[config.mk]
export PLATFORM = sky130hd
export DESIGN_NAME = debounce_bank_flat
export DESIGN_NICKNAME = d
export VERILOG_FILES = /design/src/rtl/debounce_pkg.sv /design/src/rtl/debounce_bank_if.sv /design/src/rtl/debounce_ch.sv /design/src/rtl/debounce_bank.sv /design/src/flat_wrapper.sv
export SDC_FILE = /design/constraint.sdc
export NUM_CORES = 1
export LEC_CHECK = 0
export BUFFER_PORTS_ARGS = -buffer_cell sky130_fd_sc_hd__buf_4
export CORE_MARGIN = 3
export CORE_UTILIZATION = 45
export CTS_CLUSTER_DIAMETER = 40
export CTS_CLUSTER_SIZE = 10
export DETAILED_ROUTE_END_ITERATION = 10
export PLACE_DENSITY_LB_ADDON = 0.15
export SYNTH_ARGS = -nofsm -noshare
export SYNTH_HDL_FRONTEND = slang
export SYNTH_HIERARCHICAL = 1
export SYNTH_SLANG_ARGS = --single-unit
[constraint.sdc]
create_clock -name clk -period 6.05 [get_ports clk]
set_clock_uncertainty 0.2 [all_clocks]
set_input_delay 1.21 -clock clk [delete_from_list [all_inputs] [get_ports clk]]
set_output_delay 1.21 -clock clk [all_outputs]
set_load 0.02 [all_outputs]
[src/rtl/debounce_pkg.sv]
// Shared constants and helpers for the debounce bank and its channels.
package debounce_pkg;

  localparam int STABLE_CYC_DEF = 100000;
  localparam int LONG_CYC_DEF   = 50000000;
  localparam int REPEAT_CYC_DEF = 10000000;

  localparam int STABLE_CYC_SIM = 8;
  localparam int LONG_CYC_SIM   = 40;
  localparam int REPEAT_CYC_SIM = 20;

  typedef struct packed {
    logic level;
    logic rise;
    logic fall;
  } ch_evt_t;

  function automatic int cnt_w(input int n);
    return $clog2(n);
  endfunction

endpackage

[src/rtl/debounce_bank_if.sv]
// Raw pin inputs and conditioned outputs of the debounce bank.
interface debounce_bank_if #(
  parameter int NUM_BTN = 4,
  parameter int NUM_SW  = 8
);

  logic [NUM_BTN-1:0] button;
  logic [NUM_SW-1:0]  SW;
  logic [NUM_BTN-1:0] button_out;
  logic [NUM_BTN-1:0] button_pulse;
  logic [NUM_BTN-1:0] button_release;
  logic [NUM_SW-1:0]  SW_OK;
  logic [NUM_SW-1:0]  sw_change;
  logic               rst_req;

  modport master (
    output button, SW,
    input  button_out, button_pulse, button_release, SW_OK, sw_change, rst_req
  );

  modport slave (
    input  button, SW,
    output button_out, button_pulse, button_release, SW_OK, sw_change, rst_req
  );

endinterface

[src/rtl/debounce_ch.sv]
// One conditioned input: two-flop synchroniser, stability counter, held level
// with registered rise/fall pulses coincident with the level update.
module debounce_ch
  import debounce_pkg::*;
#(
  parameter int STABLE_CYC = STABLE_CYC_DEF
) (
  input  logic    clk,
  input  logic    rst_n,
  input  logic    raw,
  output ch_evt_t evt
);

  localparam int             CW      = cnt_w(STABLE_CYC);
  localparam logic [CW-1:0]  CNT_MAX = CW'(STABLE_CYC - 1);

  logic          meta;
  logic          sync;
  logic [CW-1:0] cnt;

  always_ff @(posedge clk) begin
    if (!rst_n) begin
      meta <= 1'b0;
      sync <= 1'b0;
      cnt  <= '0;
      evt  <= '0;
    end else begin
      meta     <= raw;
      sync     <= meta;
      evt.rise <= 1'b0;
      evt.fall <= 1'b0;
      if (sync == evt.level) begin
        cnt <= '0;
      end else if (cnt != CNT_MAX) begin
        cnt <= cnt + 1'b1;
      end else begin
        // sync has disagreed with the held level for STABLE_CYC samples in a row
        cnt       <= '0;
        evt.level <= sync;
        evt.rise  <= sync;
        evt.fall  <= ~sync;
      end
    end
  end

endmodule

[src/rtl/debounce_bank.sv]
// Debounce bank: NUM_BTN buttons and NUM_SW switches with level/edge outputs and
// a long-press reset request. Define DEBOUNCE_AUTOREPEAT_EN for held-button auto-repeat.
module debounce_bank
  import debounce_pkg::*;
#(
  parameter int NUM_BTN    = 4,
  parameter int NUM_SW     = 8,
  parameter int STABLE_CYC = STABLE_CYC_DEF,
  parameter int LONG_CYC   = LONG_CYC_DEF,
  parameter int RST_IDX    = 0,
  parameter int REPEAT_CYC = REPEAT_CYC_DEF
) (
  input  logic           clk,
  input  logic           rst_n,
  debounce_bank_if.slave bus
);

  if (STABLE_CYC < 2 || LONG_CYC <= STABLE_CYC || RST_IDX < 0 || RST_IDX >= NUM_BTN ||
      REPEAT_CYC < 2) begin : g_param_err
    $error("debounce_bank: illegal parameter combination");
  end

  logic [NUM_BTN-1:0] btn_level, btn_rise, btn_fall;
  logic [NUM_SW-1:0]  sw_level, sw_rise, sw_fall;

  for (genvar i = 0; i < NUM_BTN; i++) begin : g_btn
    ch_evt_t evt;
    debounce_ch #(.STABLE_CYC(STABLE_CYC)) u_ch (
      .clk   (clk),
      .rst_n (rst_n),
      .raw   (bus.button[i]),
      .evt   (evt)
    );
    assign btn_level[i] = evt.level;
    assign btn_rise[i]  = evt.rise;
    assign btn_fall[i]  = evt.fall;
  end

  for (genvar i = 0; i < NUM_SW; i++) begin : g_sw
    ch_evt_t evt;
    debounce_ch #(.STABLE_CYC(STABLE_CYC)) u_ch (
      .clk   (clk),
      .rst_n (rst_n),
      .raw   (bus.SW[i]),
      .evt   (evt)
    );
    assign sw_level[i] = evt.level;
    assign sw_rise[i]  = evt.rise;
    assign sw_fall[i]  = evt.fall;
  end

  localparam int HW = cnt_w(LONG_CYC + 1);

  logic [HW-1:0] hold_cnt;
  logic          rst_q;

  always_ff @(posedge clk) begin
    if (!rst_n) begin
      hold_cnt <= '0;
      rst_q    <= 1'b0;
    end else begin
      if (!btn_level[RST_IDX]) begin
        hold_cnt <= '0;
      end else if (hold_cnt != HW'(LONG_CYC)) begin
        hold_cnt <= hold_cnt + 1'b1;
      end
      rst_q <= btn_level[RST_IDX] && (hold_cnt >= HW'(LONG_CYC - 1));
    end
  end

  // Gating with the level drops rst_req on the same edge as button_release.
  assign bus.rst_req = rst_q & btn_level[RST_IDX];

`ifdef DEBOUNCE_AUTOREPEAT_EN
  localparam int            RW      = cnt_w(REPEAT_CYC);
  localparam logic [RW-1:0] REP_MAX = RW'(REPEAT_CYC - 1);

  logic [NUM_BTN-1:0] rep_hit;

  for (genvar i = 0; i < NUM_BTN; i++) begin : g_rep
    if (i == RST_IDX) begin : g_none
      assign rep_hit[i] = 1'b0;
    end else begin : g_cnt
      logic [RW-1:0] rep_cnt;
      always_ff @(posedge clk) begin
        if (!rst_n) begin
          rep_cnt    <= '0;
          rep_hit[i] <= 1'b0;
        end else if (!btn_level[i]) begin
          rep_cnt    <= '0;
          rep_hit[i] <= 1'b0;
        end else begin
          rep_cnt    <= (rep_cnt == REP_MAX) ? '0 : rep_cnt + 1'b1;
          rep_hit[i] <= (rep_cnt == REP_MAX);
        end
      end
    end
  end

  // A repeat landing on the release edge is suppressed so press/release never overlap.
  assign bus.button_pulse = btn_rise | (rep_hit & btn_level);
`else
  assign bus.button_pulse = btn_rise;
`endif

  assign bus.button_out     = btn_level;
  assign bus.button_release = btn_fall;
  assign bus.SW_OK          = sw_level;
  assign bus.sw_change      = sw_rise | sw_fall;

endmodule

[src/flat_wrapper.sv]
// flat-port wrapper written by rule: the top's interface ports become plain ports
module debounce_bank_flat import debounce_pkg::*;
#(
  parameter int NUM_BTN    = 4,
  parameter int NUM_SW     = 8,
  parameter int STABLE_CYC = STABLE_CYC_DEF,
  parameter int LONG_CYC   = LONG_CYC_DEF,
  parameter int RST_IDX    = 0,
  parameter int REPEAT_CYC = REPEAT_CYC_DEF
)
  (clk, rst_n, bus_button, bus_SW, bus_button_out, bus_button_pulse, bus_button_release, bus_SW_OK, bus_sw_change, bus_rst_req);
  debounce_bank_if #(.NUM_BTN(NUM_BTN), .NUM_SW(NUM_SW)) bus_i ();
  input  logic clk;
  input  logic rst_n;
  input wire logic [$bits(bus_i.button)-1:0] bus_button;
  input wire logic [$bits(bus_i.SW)-1:0] bus_SW;
  output wire logic [$bits(bus_i.button_out)-1:0] bus_button_out;
  output wire logic [$bits(bus_i.button_pulse)-1:0] bus_button_pulse;
  output wire logic [$bits(bus_i.button_release)-1:0] bus_button_release;
  output wire logic [$bits(bus_i.SW_OK)-1:0] bus_SW_OK;
  output wire logic [$bits(bus_i.sw_change)-1:0] bus_sw_change;
  output wire logic [$bits(bus_i.rst_req)-1:0] bus_rst_req;
  assign bus_i.button = bus_button;
  assign bus_i.SW = bus_SW;
  assign bus_button_out = bus_i.button_out;
  assign bus_button_pulse = bus_i.button_pulse;
  assign bus_button_release = bus_i.button_release;
  assign bus_SW_OK = bus_i.SW_OK;
  assign bus_sw_change = bus_i.sw_change;
  assign bus_rst_req = bus_i.rst_req;
  debounce_bank #(.NUM_BTN(NUM_BTN), .NUM_SW(NUM_SW), .STABLE_CYC(STABLE_CYC), .LONG_CYC(LONG_CYC), .RST_IDX(RST_IDX), .REPEAT_CYC(REPEAT_CYC)) u_core (.clk(clk), .rst_n(rst_n), .bus(bus_i));
endmodule
==> run summary <==
Fin Setup TNS: 0 ns
CP Launch Type: flop
Initial DRC Count: 464
Ports: 43
Mean Syn Cell Area: 9.42 um^2
number of global-route vias before repair: 9185
Post-synth EDFFs: 0
WS Path Type: flop to primary output
first-pass GRT wire length: 43300 um
GP Congestion: 0.797
Worst path top cell family by delay: flip-flops
Core Area: 29100 um^2
# port buffers: 42
clock sinks: 291
Pre-antenna DRT Iters: 4
worst relative slew slack: 0.366
Worst setup EP type: primary output
Synthesized Nets: 1459
Synth warnings: 6
total power: 0.00464 W
CTS buffer count: 45
CP cell instances: and2_1 > buf_4
largest net degree at the start of global routing: 51
remaining global-route overflow: 0
Critical-path top delay cell: dfxtp_1
Max Root-Sink Buffers: 3
post-CTS sizing: 0
Max FO, Critical Path: 9
max cap viols: 0
area grow syn2layout: 15.2%
fillers: 2662
CTS clock-pin slew for the worst setup and hold paths: 0.05 ns
final cell count without fillers: 1904
Worst-Skew Late Latency: 0.53 ns
initial antenna violation count: 0
post-DP HPWL: 15900 um
f_max: 0.352 GHz
cells after synthesis: 1431
Static Leak: 4.74 nW
# nets final: 1517
All-Layer GR Usage: 0.157
Die X: 179 um
drc violations: 0
synthesized cell area: 13500 um^2
library cells used by synthesis: 56
Final setup viols: 0
H-Tree Depth: 2
antenna cells: 0
post-route cell area: 15500 um^2
Most used DFF post-synth: dfxtp_1
DRT antenna net count: 0
#FFs+latches synth: 291
final worst-path cycle share: 0.470
Inst Count DP: 1826
total wire length: 24400 um
Initial Utilization: 0.463
Fin. Hold Viols: 0
post-synthesis sequential area ratio: 0.432
Crit path largest cell delay: 0.54 ns
fin crit period: 2.84 ns
WP data required: 4.64 ns
Setup Buffers After CTS: 0
Worst Tran Pin Value: 0.949 ns
Worst EP arrival: 1.43 ns
Avg WL per Cell: 12.8 um
RSZ-0062 raised after global routing: false
vias post-DR: 9881
row cnt: 62
HP Class: flop to flop
Placed Instance Area: 13900 um^2
Die H: 179 um
DIE AREA: 32100 um^2
VDD IR-drop max: 185 uV
Buf/Inv on CP: 1
ratio of cells with drive above 1 in the final layout: 0.188
CTS tree: yes
Post-CTS Hold Buffers: 0
PwrDens: 299 nW/um^2
DR vias/cell: 5.19
status: finished clean
async set or reset register ratio after synthesis: 0
Clock Tree Root: clkbuf_16
max-slew violation count: 0
-- per-stage QoR --
| stage | setup WS (ns) | utilization | hold slack [ns] |
|---|---|---|---|
| 2_1_floorplan | 3.82 | - | 0.212 |
| 3_3_place_gp | 3.06 | 0.479 | 0.214 |
| 3_5_place_dp | 3.00 | 0.479 | 0.219 |
| 4_1_cts | 3.18 | 0.533 | 0.228 |
| 5_1_grt | 3.12 | 0.533 | 0.244 |
| 6_report | 3.21 | 0.533 | 0.226 |
-- layer usage --
layer / up-vias / global-route usage / share of wire / wire (um)
met5: - / 0 / 0 / 0
met4: 0 / 0.0510 / 0.025 / 619
met3: 56 / 0.0313 / 0.033 / 818
met2: 106 / 0.243 / 0.44 / 10700
met1: 4587 / 0.219 / 0.50 / 12300
li1: 5132 / - / - / -
-- flip-flops by register name, summed over array words and instances, names as in the netlist, 8 cells and up --
signal and flops:
u_core/g_sw.u_ch/cnt 136, u_core/g_sw.u_ch/sync 8, u_core/g_sw.u_ch/evt 24, u_core/g_btn.u_ch/cnt 68
u_core/hold_cnt 26, u_core/g_sw.u_ch/meta 8, u_core/g_btn.u_ch/evt 12
-- power by group --
group / switching (W) / total [W] / internal [W]
Sequential: 0.00000652 / 0.00194 / 0.00193
Combinational: 0.0000304 / 0.0000460 / 0.0000156
Clock: 0.000876 / 0.00266 / 0.00178
-- final cells by class --
cell class                      instances  area (um^2)  share of cell area
Clock inverter                         18          290              0.0187
Clock buffer                           60         1280              0.0828
Sequential cell                       291         5830               0.375
Inverter                               63          236              0.0152
Timing Repair Buffer                   43          323              0.0208
Multi-Input combinational cell       1045         7080               0.456
Tap cell                              384          480              0.0310
-- synthesized netlist by cell type, types with 3 or more instances --
cell         n  area share
or4_1        4      0.0022
nand4b_1    25       0.016
or4_2        3      0.0020
nand3b_4    11       0.016
and2_1      27       0.013
nor2_1     156       0.043
xnor2_1    170        0.11
nand2_1     58       0.016
nor4_4      11       0.017
nor4_1      74       0.034
nand4_1     66       0.031
inv_1       63       0.018
and4b_1     22       0.016
and4_1       3      0.0020
ha_1        14       0.013
clkbuf_1     6      0.0017
o31ai_1      5      0.0028
a21oi_1     14      0.0052
or3_1        3      0.0014
clkbuf_2    11      0.0041
o21ai_0     19      0.0071
dfxtp_1    291        0.43
buf_12      11       0.016
nand3_2      3      0.0022
or2_2        9      0.0042
nand4bb_1   12       0.010
nand3_1    102       0.038
nor3_1      49       0.018
or4_4       11      0.0092
nor2_2     110       0.051
and3_1       6      0.0028
xor2_1      31       0.020
-- logic make-up after synthesis --
logic type,after synthesis,synth area share
simple gates,783,0.361
xor+xnor,201,0.131
mux,3,0.00232
fa+ha+maj,14,0.0130
flops,291,0.432
compound gates,44,0.0188
buf+inv,95,0.0423
-- worst reg2reg max path, delay by kind of cell, from the launching register on --
kind,cells,cell delay (ns)
AOI/OAI and AO/OA,1,0.15
DFF,1,0.42
and+or+nand+nor,3,1.48
-- final timing paths --
path	start	end	slack (ns)	cells after the start
worst min-delay path	u_core/g_sw[6].u_ch/meta$_SDFF_PN0_	u_core/g_sw[6].u_ch/sync$_SDFF_PN0_	0.23	1
worst max register to register	u_core/hold_cnt[2]$_SDFFE_PN0P_	u_core/hold_cnt[17]$_SDFFE_PN0P_	3.70	4
worst min register to register	u_core/g_sw[6].u_ch/meta$_SDFF_PN0_	u_core/g_sw[6].u_ch/sync$_SDFF_PN0_	0.23	1
worst max-delay path	u_core/g_btn[0].u_ch/evt[2]$_SDFFE_PN0P_	bus_rst_req	3.21	2
-- placed cells by master, fill, tap and decap left out, types with 4 or more instances in the layout --
| master | instances |
|---|---|
| dfxtp_1 | 291 |
| xnor2_1 | 170 |
| nor2_1 | 156 |
| nor2_2 | 110 |
| nand3_1 | 102 |
| nor4_1 | 74 |
| nand4_1 | 66 |
| inv_1 | 63 |
| nand2_1 | 58 |
| nor3_1 | 49 |
| clkbuf_16 | 47 |
| buf_4 | 43 |
| xor2_1 | 31 |
| and2_1 | 27 |
| nand4b_1 | 25 |
| and4b_1 | 22 |
| o21ai_0 | 19 |
| a21oi_1 | 14 |
| ha_1 | 14 |
| nand4bb_1 | 12 |
| or4_4 | 11 |
| nor4_4 | 11 |
| nand3b_4 | 11 |
| or2_2 | 9 |
| bufinv_16 | 7 |
| clkbuf_1 | 7 |
| clkbuf_8 | 6 |
| and3_1 | 6 |
| o31ai_1 | 5 |
| inv_6 | 4 |
| clkinvlp_4 | 4 |
| or4_1 | 4 |
No activity file was read; power rests on OpenSTA's default activity.
